$ cat src/rtl/sc_mul_ctrl.sv
// sc_mul_ctrl: stochastic-computing multiplier sequencer.
// Two 16-bit LFSRs turn the captured operands into unipolar bitstreams. The
// AND of those streams is counted over a window of 2^L cycles, and the count
// is scaled back to a W-bit product estimate with a start/busy/done handshake.
module sc_mul_ctrl #(
  parameter int W = 8
) (
  input  logic         clk,
  input  logic         rst_n,
  input  logic         start,
  input  logic         abort,
  input  logic [W-1:0] op_a,
  input  logic [W-1:0] op_b,
  input  logic [4:0]   len_log2,
  output logic         busy,
  output logic         done,
  output logic [15:0]  count,
  output logic [W-1:0] prod_est,
  output logic         sa_bit,
  output logic         sb_bit,
  output logic         sp_bit
);

  localparam logic [15:0] SEED_A = 16'h269F;
  localparam logic [15:0] SEED_B = 16'hF89A;
  localparam logic [4:0]  L_MIN  = 5'(W);
  localparam logic [4:0]  L_MAX  = 5'd15;

  typedef enum logic [1:0] {
    IDLE,
    RUN,
    DONE
  } state_t;

  state_t       state;
  logic [15:0]  lfsr_a;
  logic [15:0]  lfsr_b;
  logic [W-1:0] op_a_q;
  logic [W-1:0] op_b_q;
  logic [4:0]   len_q;
  logic [15:0]  acc;
  logic [14:0]  cyc;

  logic [4:0]   len_clamped;
  logic [14:0]  last_cyc;
  logic         is_last;
  logic [15:0]  acc_final;
  logic [4:0]   shift_amt;
  logic [15:0]  scaled;
  logic [W-1:0] est_sat;

  function automatic logic [15:0] lfsr_step(input logic [15:0] s);
    return {s[14:0], s[15] ^ s[4] ^ s[2] ^ s[1]};
  endfunction

  // Stream bits, window bookkeeping and the scaled estimate of the final count
  always_comb begin
    len_clamped = len_log2;
    if (len_log2 < L_MIN) begin
      len_clamped = L_MIN;
    end else if (len_log2 > L_MAX) begin
      len_clamped = L_MAX;
    end

    sa_bit = (state == RUN) && (lfsr_a[W-1:0] < op_a_q);
    sb_bit = (state == RUN) && (lfsr_b[W-1:0] < op_b_q);
    sp_bit = sa_bit & sb_bit;

    last_cyc  = ~(15'h7FFF << len_q);
    is_last   = (cyc == last_cyc);
    acc_final = acc + {15'd0, sp_bit};

    shift_amt = len_q - L_MIN;
    scaled    = acc_final >> shift_amt;
    est_sat   = scaled[W-1:0];
    if (scaled[15:W] != '0) begin
      est_sat = '1;
    end
  end

  // Job sequencer: capture and reseed on start, accumulate in RUN, publish results on completion
  always_ff @(posedge clk) begin
    if (!rst_n) begin
      state    <= IDLE;
      lfsr_a   <= SEED_A;
      lfsr_b   <= SEED_B;
      op_a_q   <= '0;
      op_b_q   <= '0;
      len_q    <= L_MIN;
      acc      <= '0;
      cyc      <= '0;
      busy     <= 1'b0;
      done     <= 1'b0;
      count    <= '0;
      prod_est <= '0;
    end else begin
      case (state)
        IDLE: begin
          done <= 1'b0;
          if (start) begin
            state  <= RUN;
            op_a_q <= op_a;
            op_b_q <= op_b;
            len_q  <= len_clamped;
            lfsr_a <= SEED_A;
            lfsr_b <= SEED_B;
            acc    <= '0;
            cyc    <= '0;
            busy   <= 1'b1;
          end else begin
            busy <= 1'b0;
          end
        end
        RUN: begin
          if (abort) begin
            state <= IDLE;
            busy  <= 1'b0;
            done  <= 1'b0;
          end else begin
            acc    <= acc_final;
            lfsr_a <= lfsr_step(lfsr_a);
            lfsr_b <= lfsr_step(lfsr_b);
            cyc    <= cyc + 15'd1;
            if (is_last) begin
              state    <= DONE;
              done     <= 1'b1;
              count    <= acc_final;
              prod_est <= est_sat;
            end
          end
        end
        DONE: begin
          state <= IDLE;
          busy  <= 1'b0;
          done  <= 1'b0;
        end
        default: begin
          state <= IDLE;
          busy  <= 1'b0;
          done  <= 1'b0;
        end
      endcase
    end
  end

endmodule

$ cat config.mk
export PLATFORM = sky130hd
export DESIGN_NAME = sc_mul_ctrl
export DESIGN_NICKNAME = d
export VERILOG_FILES = /design/src/rtl/sc_mul_ctrl.sv
export SDC_FILE = /design/constraint.sdc
export NUM_CORES = 1
export LEC_CHECK = 0
export ABC_CLOCK_PERIOD_IN_PS = 7600
export CAP_MARGIN = 15
export CORE_AREA = 2 2 109 111
export DETAILED_ROUTE_END_ITERATION = 6
export DIE_AREA = 0 0 111 113
export PLACE_DENSITY_LB_ADDON = 0.1
export SYNTH_ARGS = -nofsm -noshare
export SYNTH_HDL_FRONTEND = slang
export SYNTH_SLANG_ARGS = --single-unit
$ cat constraint.sdc
create_clock -name clk -period 7.6 [get_ports clk]
set_input_delay 0.76 -clock clk [delete_from_list [all_inputs] [get_ports clk]]
set_output_delay 0.76 -clock clk [all_outputs]
set_load 0.03 [all_outputs]
== After elaboration in Yosys (flattened, before gate mapping) ==
Cells that the tools add are included.
Word-level totals
  flip-flop bits (word level): 112
  bits of input ports: 25
  output and inout port bits: 29
  word-level logic and storage cells: 70
Cells by class
  $add $sub $neg: 3
  $lt $le $gt $ge: 4
  equal/unequal tests: 6
  shift operators: 2
  multiplexer cells: 22
  bitwise gates (word level): 11
  reductions and logical operators: 10
Operators with widths (count)
  $mux W16: 6
  $pmux W16 S2: 3
  $mux W15: 2
  $pmux W15 S2: 1
  $add A16 B1 Y16: 1
  $lt A8 B8 Y1: 2
  $shr A16 B5 Y16: 1
  $add A15 B1 Y15 const B: 1
  $eq A15 B15 Y1: 1
  $not A15 Y15: 1
  $shl A15 B5 Y15 const A: 1
  $mux W5: 2
  $mux W8: 1
  $reduce_bool A8 Y1: 1
  $mux W2: 3
  $ne A2 B2 Y1 const B: 3
  $reduce_and A3 Y1: 2
  $xor A1 B1 Y1: 6
  $gt A5 B4 Y1 const B: 1
  $lt A5 B4 Y1 const B: 1
  $sub A5 B4 Y5 const B: 1
  $pmux W2 S2: 1
  $reduce_and A2 Y1: 2
  $ne A3 B3 Y1 const B: 1
  other kinds (9): 13

== Longest topological paths before layout ==
Gate-level depths: netlist of the first run.
  word-level depth: 7
  depth in mapped cells: 19
  depth with buffers taken out: 18

== Worst setup path after synthesis of the first run ==
OpenSTA, ideal clock, no wires.
  path type: reg2reg
  from: register lfsr_a[1]
  to: register prod_est[2]
  arrival time: 4727 ps
  required time: 7468 ps
  path slack: 2740 ps
  cell stages (with the launch flop): 19
  path buffers: 1
  clock period less this slack: 4860 ps
  cells stage by stage: dfxtp_1 > ha_1 > a21o_1 > a21o_1 > a21o_1 > a21o_1 > a21o_1 > a31oi_1 > and3b_1 > ha_1 > nand2_1 > clkbuf_1 > nor3_1 > xor2_1 > mux2_2 > a2111oi_0 > nand4_1 > o2111ai_1 > a21oi_1
On the way
  longest elaborated chain between the ends: 7
RTL lines
  start: declaration: line 36  | logic [15:0] lfsr_a;
  start signal: assignment: line 121  | lfsr_a <= lfsr_step(lfsr_a);
  $lt A8 B8 Y1 (*): line 65  | sa_bit = (state == RUN) && (lfsr_a[W-1:0] < op_a_q);
  $logic_and A1 B1 Y1 (*): line 65
  via sa_bit: line 19  | output logic sa_bit,
  $and A1 B1 Y1 (*): line 67  | sp_bit = sa_bit & sb_bit;
  via sp_bit: line 21  | output logic sp_bit
  $add A16 B1 Y16 (*): line 71  | acc_final = acc + {15'd0, sp_bit};
  $shr A16 B5 Y16 (*): line 74  | scaled = acc_final >> shift_amt;
  $reduce_bool A8 Y1: line 76  | if (scaled[15:W] != '0) begin
  $mux W8 (*): line 76
  end signal: assignment: line 128  | prod_est <= est_sat;
  end: declaration: line 18  | output logic [W-1:0] prod_est,
Mark *: on every way through the listed nets, which the timed path passes. The rest lies on a longest branch.
A chain may end at the register's enable or synchronous reset.

== Final worst setup path of the first run ==
  from: register op_a_q[1]
  to: register prod_est[4]
On the way
  longest elaborated chain between the ends: 7
RTL lines
  start: declaration: line 38  | logic [W-1:0] op_a_q;
  start signal: assignment: line 102  | op_a_q <= op_a;
  $lt A8 B8 Y1 (*): line 65
  $logic_and A1 B1 Y1 (*): line 65
  $and A1 B1 Y1 (*): line 67
  $add A16 B1 Y16 (*): line 71
  $shr A16 B5 Y16 (*): line 74
  $reduce_bool A8 Y1: line 76
  $mux W8 (*): line 76
Every way passes the cells marked *; elsewhere a longest branch is shown, timed or not.

==> results of run 1 <==
per-stage QoR:
step           utilization  hold WS [ns]  power, mW  std cells  setup slack [ns]
6_report             0.654         0.456       1.26       1004              2.28
5_1_grt              0.654         0.487       1.30       1004              1.85
4_1_cts              0.654         0.457       1.26       1004              2.34
3_5_place_dp         0.627         0.447      0.779        988              2.39
3_3_place_gp         0.627         0.443      0.776        988              2.62
2_1_floorplan            -         0.436      0.731        858              2.74
sequential cells by signal (all words and copies together), names as in the netlist, 8 cells and up:
signal and count:
acc 16, count 16, cyc 15, lfsr_a 16
lfsr_b 16, op_a_q 8, op_b_q 8, prod_est 8
worst max path at each step:
stage                   to  slack, ns  depth (start not counted)
6_report       prod_est[4]       2.28                         18
5_1_grt        prod_est[0]       1.85                         17
4_1_cts        prod_est[4]       2.34                         17
3_5_place_dp   prod_est[4]       2.39                         17
3_3_place_gp   prod_est[2]       2.62                         17
2_1_floorplan  prod_est[2]       2.74                         18
Yosys cell counts (10+ instances only):
master,number,area share
a211oi_1,10,0.011
a21o_1,11,0.012
a21oi_1,59,0.045
a22oi_1,17,0.019
a31oi_1,11,0.010
buf_2,14,0.011
clkbuf_1,49,0.028
dfxtp_1,112,0.34
ha_1,18,0.034
inv_1,24,0.014
mux2i_1,24,0.036
nand2_1,91,0.052
nand3_1,15,0.011
nand4_1,14,0.013
nor2_1,110,0.062
nor3_1,41,0.031
o21ai_0,53,0.040
or3_1,12,0.011
xnor2_1,23,0.030
xor2_1,12,0.016
where the power goes:
part / internal [mW] / leakage (nW) / switching (mW)
registers: 0.598 / 0.908 / 0.0138
clock network: 0.260 / 0.144 / 0.228
logic: 0.0568 / 1.49 / 0.100
metal layers:
metal / track usage / up-vias / share of wire
met1: 0.398 / 3041 / 0.46
li1: - / 3057 / -
met4: 0.0808 / 0 / 0.0083
met2: 0.483 / 171 / 0.48
met3: 0.0514 / 13 / 0.047
met5: 0 / - / 0
tightest hold or removal path: cells and delay by family (launching register included):
family          cells  cell delay [ns]
compound gates      1             0.05
simple gates        1             0.05
flops               1             0.31
final cells by class:
cell class | instances | area [um^2] | share of cell area
multi-input cells | 647 | 3970 | 0.538
inverters | 25 | 93.8 | 0.0127
clock inverters | 5 | 65.1 | 0.00883
well taps | 143 | 179 | 0.0243
clock buffers | 11 | 233 | 0.0316
flip-flops and latches | 112 | 2240 | 0.304
repair buffers | 61 | 591 | 0.0801
cells by family (layout without fill, tap and decap cells):
logic type / Yosys count / after routing
flops: 112 / 112
compound gates: 223 / 223
mux: 28 / 28
buf+inv: 99 / 102
xor+xnor: 35 / 35
fa+ha+maj: 19 / 19
simple gates: 342 / 342
==> metrics.txt, run 1 <==
Clock Path Buffers 2; R2R Setup Slk 2.28 ns; Design Area, Final 0.00737 mm^2; Post-DP Area approximately 0.007 mm^2; Peak Freq 0.188 GHz; RSZ-0062 raised after global routing false; compound-cell area share of the yosys netlist 0.221; RR Endpoint prod_est[4]; MaxCap Viol Count 0; # fillers 986; Startpoint Class register; Buf/Inv on CP 1; H-tree depth 3; Post-CTS Setup Bufs 0; DRT Pass-1 Iters 5; num rows 39; Power Density 171 mW/mm^2; Worst Setup SP op_a_q[1]; critical path's largest stage delay roughly 0.6 ns; Synth Instances 858; DRC 0; number of synthesized flops with an enable pin 0; Fin. Hold Viols 0; Critical R2R Launch op_a_q[1]; Syn Area/Cell 7.71 um^2; crit-path most repeated cell a21o_1; crit path DAT between 5 and 6 ns; Critical-path top delay cell nor3_1; routed wire length per instance ~18 um; worst hold path class register to register; peak supply drop around 160 uV; vias in the first global route 5,830; Seq cells post-synth 112; via count 6,282; clock-pin slew on the worst setup and hold paths 0.07 ns; pin slew with the least headroom to its limit 1.09 ns; hold path depth 2; WS Path Type register to register; Worst Path Required 7.80 ns; relative slew slack 0.276; setup violators final 0; global-route wire length before repair 29.9 mm; Hold Path End op_a_q[3]; CTS-repair resized insts 0; Ports 54; total CTS buffers 9; Die H 113 um; Placer Congestion 0.943; Iter 0 DRT Violations 543; synthesized cell area 0.00662 mm^2; starting density of the core 0.587; mux share of post-synthesis cell area 0.0431; status completed; CTS Hold Bufs 0; CP endpoint kind register; HP Start op_a_q[3]; Async SR Flop Fraction 0; clk sink count between 100 and 150; R2R depth 18; register area share after synthesis 0.339; Tcrit/Tclk final 0.700; Mapped Nets 901; Root Buffer clkbuf_16; library cells used by synthesis 72; die area 0.0125 mm^2; synth warn 0; Tmin final about 5.3 ns; simple-gate share of the synthesized area 0.253; CP delay by family, top compound AO/OA/AOI/OAI gates; main combinational cell family by area after synthesis simple AND/OR/NAND/NOR gates; CP Cell Sequence inv_1, ha_1, a21o_1, a21o_1, a21o_1, a21o_1, a21o_1, a31oi_1, and3b_1, ha_1, nand2_1, nor3_1, xor2_1, mux2_2, a2111oi_0, nand4_1, nand3_2, a311oi_1; # diodes 0; Critical Path Fanout Max 13; gr usage total 0.293; initial antenna violation count 0; worst-skew pair later-pin latency 0.36 ns; skew final about 0.0075 ns; final slew viol count 0; Primary FF master, synth dfxtp_1; CTS tree done; most frequent cells in the layout dfxtp_1, nor2_1, nand2_1; Leakage 2.54 nW; Adder-Cell Fraction of Synth Area 0.0355; P&R area growth vs syn 11.3%; Core Area 0.0113 mm^2; IO buf count between 50 and 60; largest net degree at the start of global routing 57; routed wire length 18.2 mm; commonest non-fill, non-tap cell in the layout dfxtp_1; grt ovf 0; xor and xnor area share after synthesis 0.0463; fin nets 899; share of layout cells above drive strength 1 0.0557; Detail Route Antenna Nets 0; die width 111 um; Vias/cell 6.26; post-DP HPWL 12.4 mm; setup_tns 0 ns
Power figures use the tool's default switching activity.
==> inputs of run 2 (changes only) <==
ABC_CLOCK_PERIOD_IN_PS = 5300   (was 7600)
clock period = 5.3 ns   (was 7.6 ns; I/O delays follow)
==> metrics.txt, run 2 (synthesis gave the netlist of run 1 again) <==
CTS tree done; worst-skew pair later-pin latency 0.36 ns (about the same); pin slew with the least headroom to its limit 0.945 ns (-0.140 ns); worst hold path class register to register; DRT Pass-1 Iters 5 (unchanged); NetSw 510 uW (+49%); WS Path Type register to register; share of layout cells above drive strength 1 0.0635 (+0.00776); Worst Path Required 5.51 ns (-2.29 ns); routed wire length 18.3 mm (+0.60%); Power Density 240 mW/mm^2 (+41%); CP endpoint kind register; Critical Path Fanout Max 8 (-5); gr usage total 0.292 (-0.000968); Hold Path End op_a_q[1]; RR Endpoint prod_est[4]; die area 0.0125 mm^2 (unchanged); hold path depth 2 (unchanged); Critical R2R Launch lfsr_a[1]; R2R depth 17 (-1); post-route met1 wirelength 7.89 mm (-6.9%); initial antenna violation count 0 (unchanged); met2 WL 8.65 mm (-1.2%); IO buf count 53 (unchanged); post-DP HPWL 12.4 mm (+0.47%); Detail Route Antenna Nets 0 (unchanged); global-route wire length before repair 29.7 mm (-0.67%); H-tree depth 3 (unchanged); Pint 1.27 mW (+39%); commonest non-fill, non-tap cell in the layout dfxtp_1; RSZ-0062 raised after global routing false; sequential share of power 0.495 (+0.009); Net Sw Frac 0.287 (+0.0144); skew final 0.00685 ns (-0.000668 ns); starting density of the core 0.587 (unchanged); clock power share 0.378 (-0.011); num rows 39 (unchanged); Fin. Hold Viols 0 (unchanged); P&R area growth vs syn 11.8%; Placer Congestion 0.906 (-3.9%); R2R Setup Slk 0.53 ns (-1.76 ns); die width 111 um (unchanged); Iter 0 DRT Violations 613 (+13%); fin nets 904 (+0.56%); # diodes 0 (unchanged); Leakage 2.56 nW (+0.93%); Total Power Consumption 1.78 mW (+42%); CTS-repair resized insts 0 (unchanged); final slew viol count 0 (unchanged); combinational power share 0.127 (+0.002); WL met3 1.30 mm (+52%); setup_tns 0 ns (unchanged); Vias/cell 6.32 (+0.98%); Tcrit/Tclk final 0.900 (+0.201); via count 6,375 (+1.5%); Tmin final 4.77 ns (-0.545 ns); Clock Path Buffers 2 (unchanged); MaxCap Viol Count 0 (unchanged); clock-pin slew on the worst setup and hold paths 0.08 ns (about the same); Ports 54 (unchanged); Die H 113 um (unchanged); most frequent cells in the layout dfxtp_1, nor2_1, nand2_1; peak supply drop 254 uV (+63%); CTS Hold Bufs 0 (unchanged); routed wire length per instance 18.2 um (about the same); # fillers 977 (-0.91%); relative slew slack 0.369 (+0.0936); setup violators final 0 (unchanged); Post-CTS Setup Bufs 0 (unchanged); DR top layer met4; HP Start op_a_q[1]; DRC 0 (unchanged); Startpoint Class register; crit path DAT 4.98 ns (-0.53 ns); total CTS buffers 9 (unchanged); status completed; largest net degree at the start of global routing 42 (-26%); Peak Freq 0.210 GHz (+11%); grt ovf 0 (unchanged); Core Area 0.0113 mm^2 (unchanged); Root Buffer clkbuf_16; vias in the first global route 5,982 (+2.6%); clk sink count 112 (unchanged)
==> run 2: cell types whose count changed in the layout (fill, tap and decap cells not counted), sizes merged <==
cell    previous run  this run
clkbuf            11         9
bufinv             1         0
buf                8        13
clkinv             2         5
==> run 2: power groups by stage <==
stage,combinational (mW),clock [mW],sequential [mW]
after floorplan,0.162,0,0.886
after global placement,0.217,0,0.899
after detailed placement,0.221,0,0.900
after CTS,0.223,0.686,0.880
after global routing,0.248,0.719,0.883
final,0.225,0.674,0.881
==> run 2: cell type report <==
class,instances,area (um^2),share of cell area
Multi-Input combinational cell,647,3970,0.536
Sequential cell,112,2240,0.303
Timing Repair Buffer,66,628,0.0849
Clock buffer,9,225,0.0304
Tap cell,143,179,0.0242
Inverter,25,93.8,0.0127
Clock inverter,7,67.6,0.00913
==> run 2: metrics by stage <==
step	worst slack, ns	cell area (um^2)	std cells	hold WS, ns	util
finish	0.528	7400	1009	0.459	0.657
global route	0.223	7400	1009	0.479	0.657
CTS	0.517	7400	1009	0.458	0.657
detailed placement	0.584	7110	993	0.448	0.631
global placement	0.699	7110	993	0.443	0.631
floorplan	0.440	6620	858	0.436	-
==> run 2: how the worst max path moves through the flow <==
stage / startpoint / endpoint / cells after the start / slack (ns)
3_3_place_gp: op_a_q[1] / prod_est[6] / 18 / 0.70
3_5_place_dp: lfsr_a[1] / prod_est[3] / 17 / 0.58
2_1_floorplan: lfsr_a[1] / prod_est[2] / 18 / 0.44
4_1_cts: lfsr_a[1] / prod_est[6] / 17 / 0.52
5_1_grt: lfsr_a[1] / prod_est[4] / 17 / 0.22
6_report: lfsr_a[1] / prod_est[4] / 17 / 0.53
==> run 2: per-layer routing <==
metal,up-vias,GRT usage
met5,-,0
met4,0,0.120
met3,40,0.0578
met2,246,0.481
met1,3024,0.377
li1,3065,-
==> run 2: critical path: stages, from the launching register on <==
cell	delay (ns)
dfxtp_1	0.40
ha_1	0.26
a21o_1	0.16
a21o_1	0.17
a21o_1	0.17
a21o_1	0.18
a21o_1	0.17
a31oi_1	0.30
and3b_1	0.27
ha_1	0.31
inv_1	0.20
nor4_4	0.57
mux2i_1	0.26
nand4_1	0.15
a2111oi_0	0.50
nand4_1	0.22
nand3_2	0.21
a311oi_1	0.12
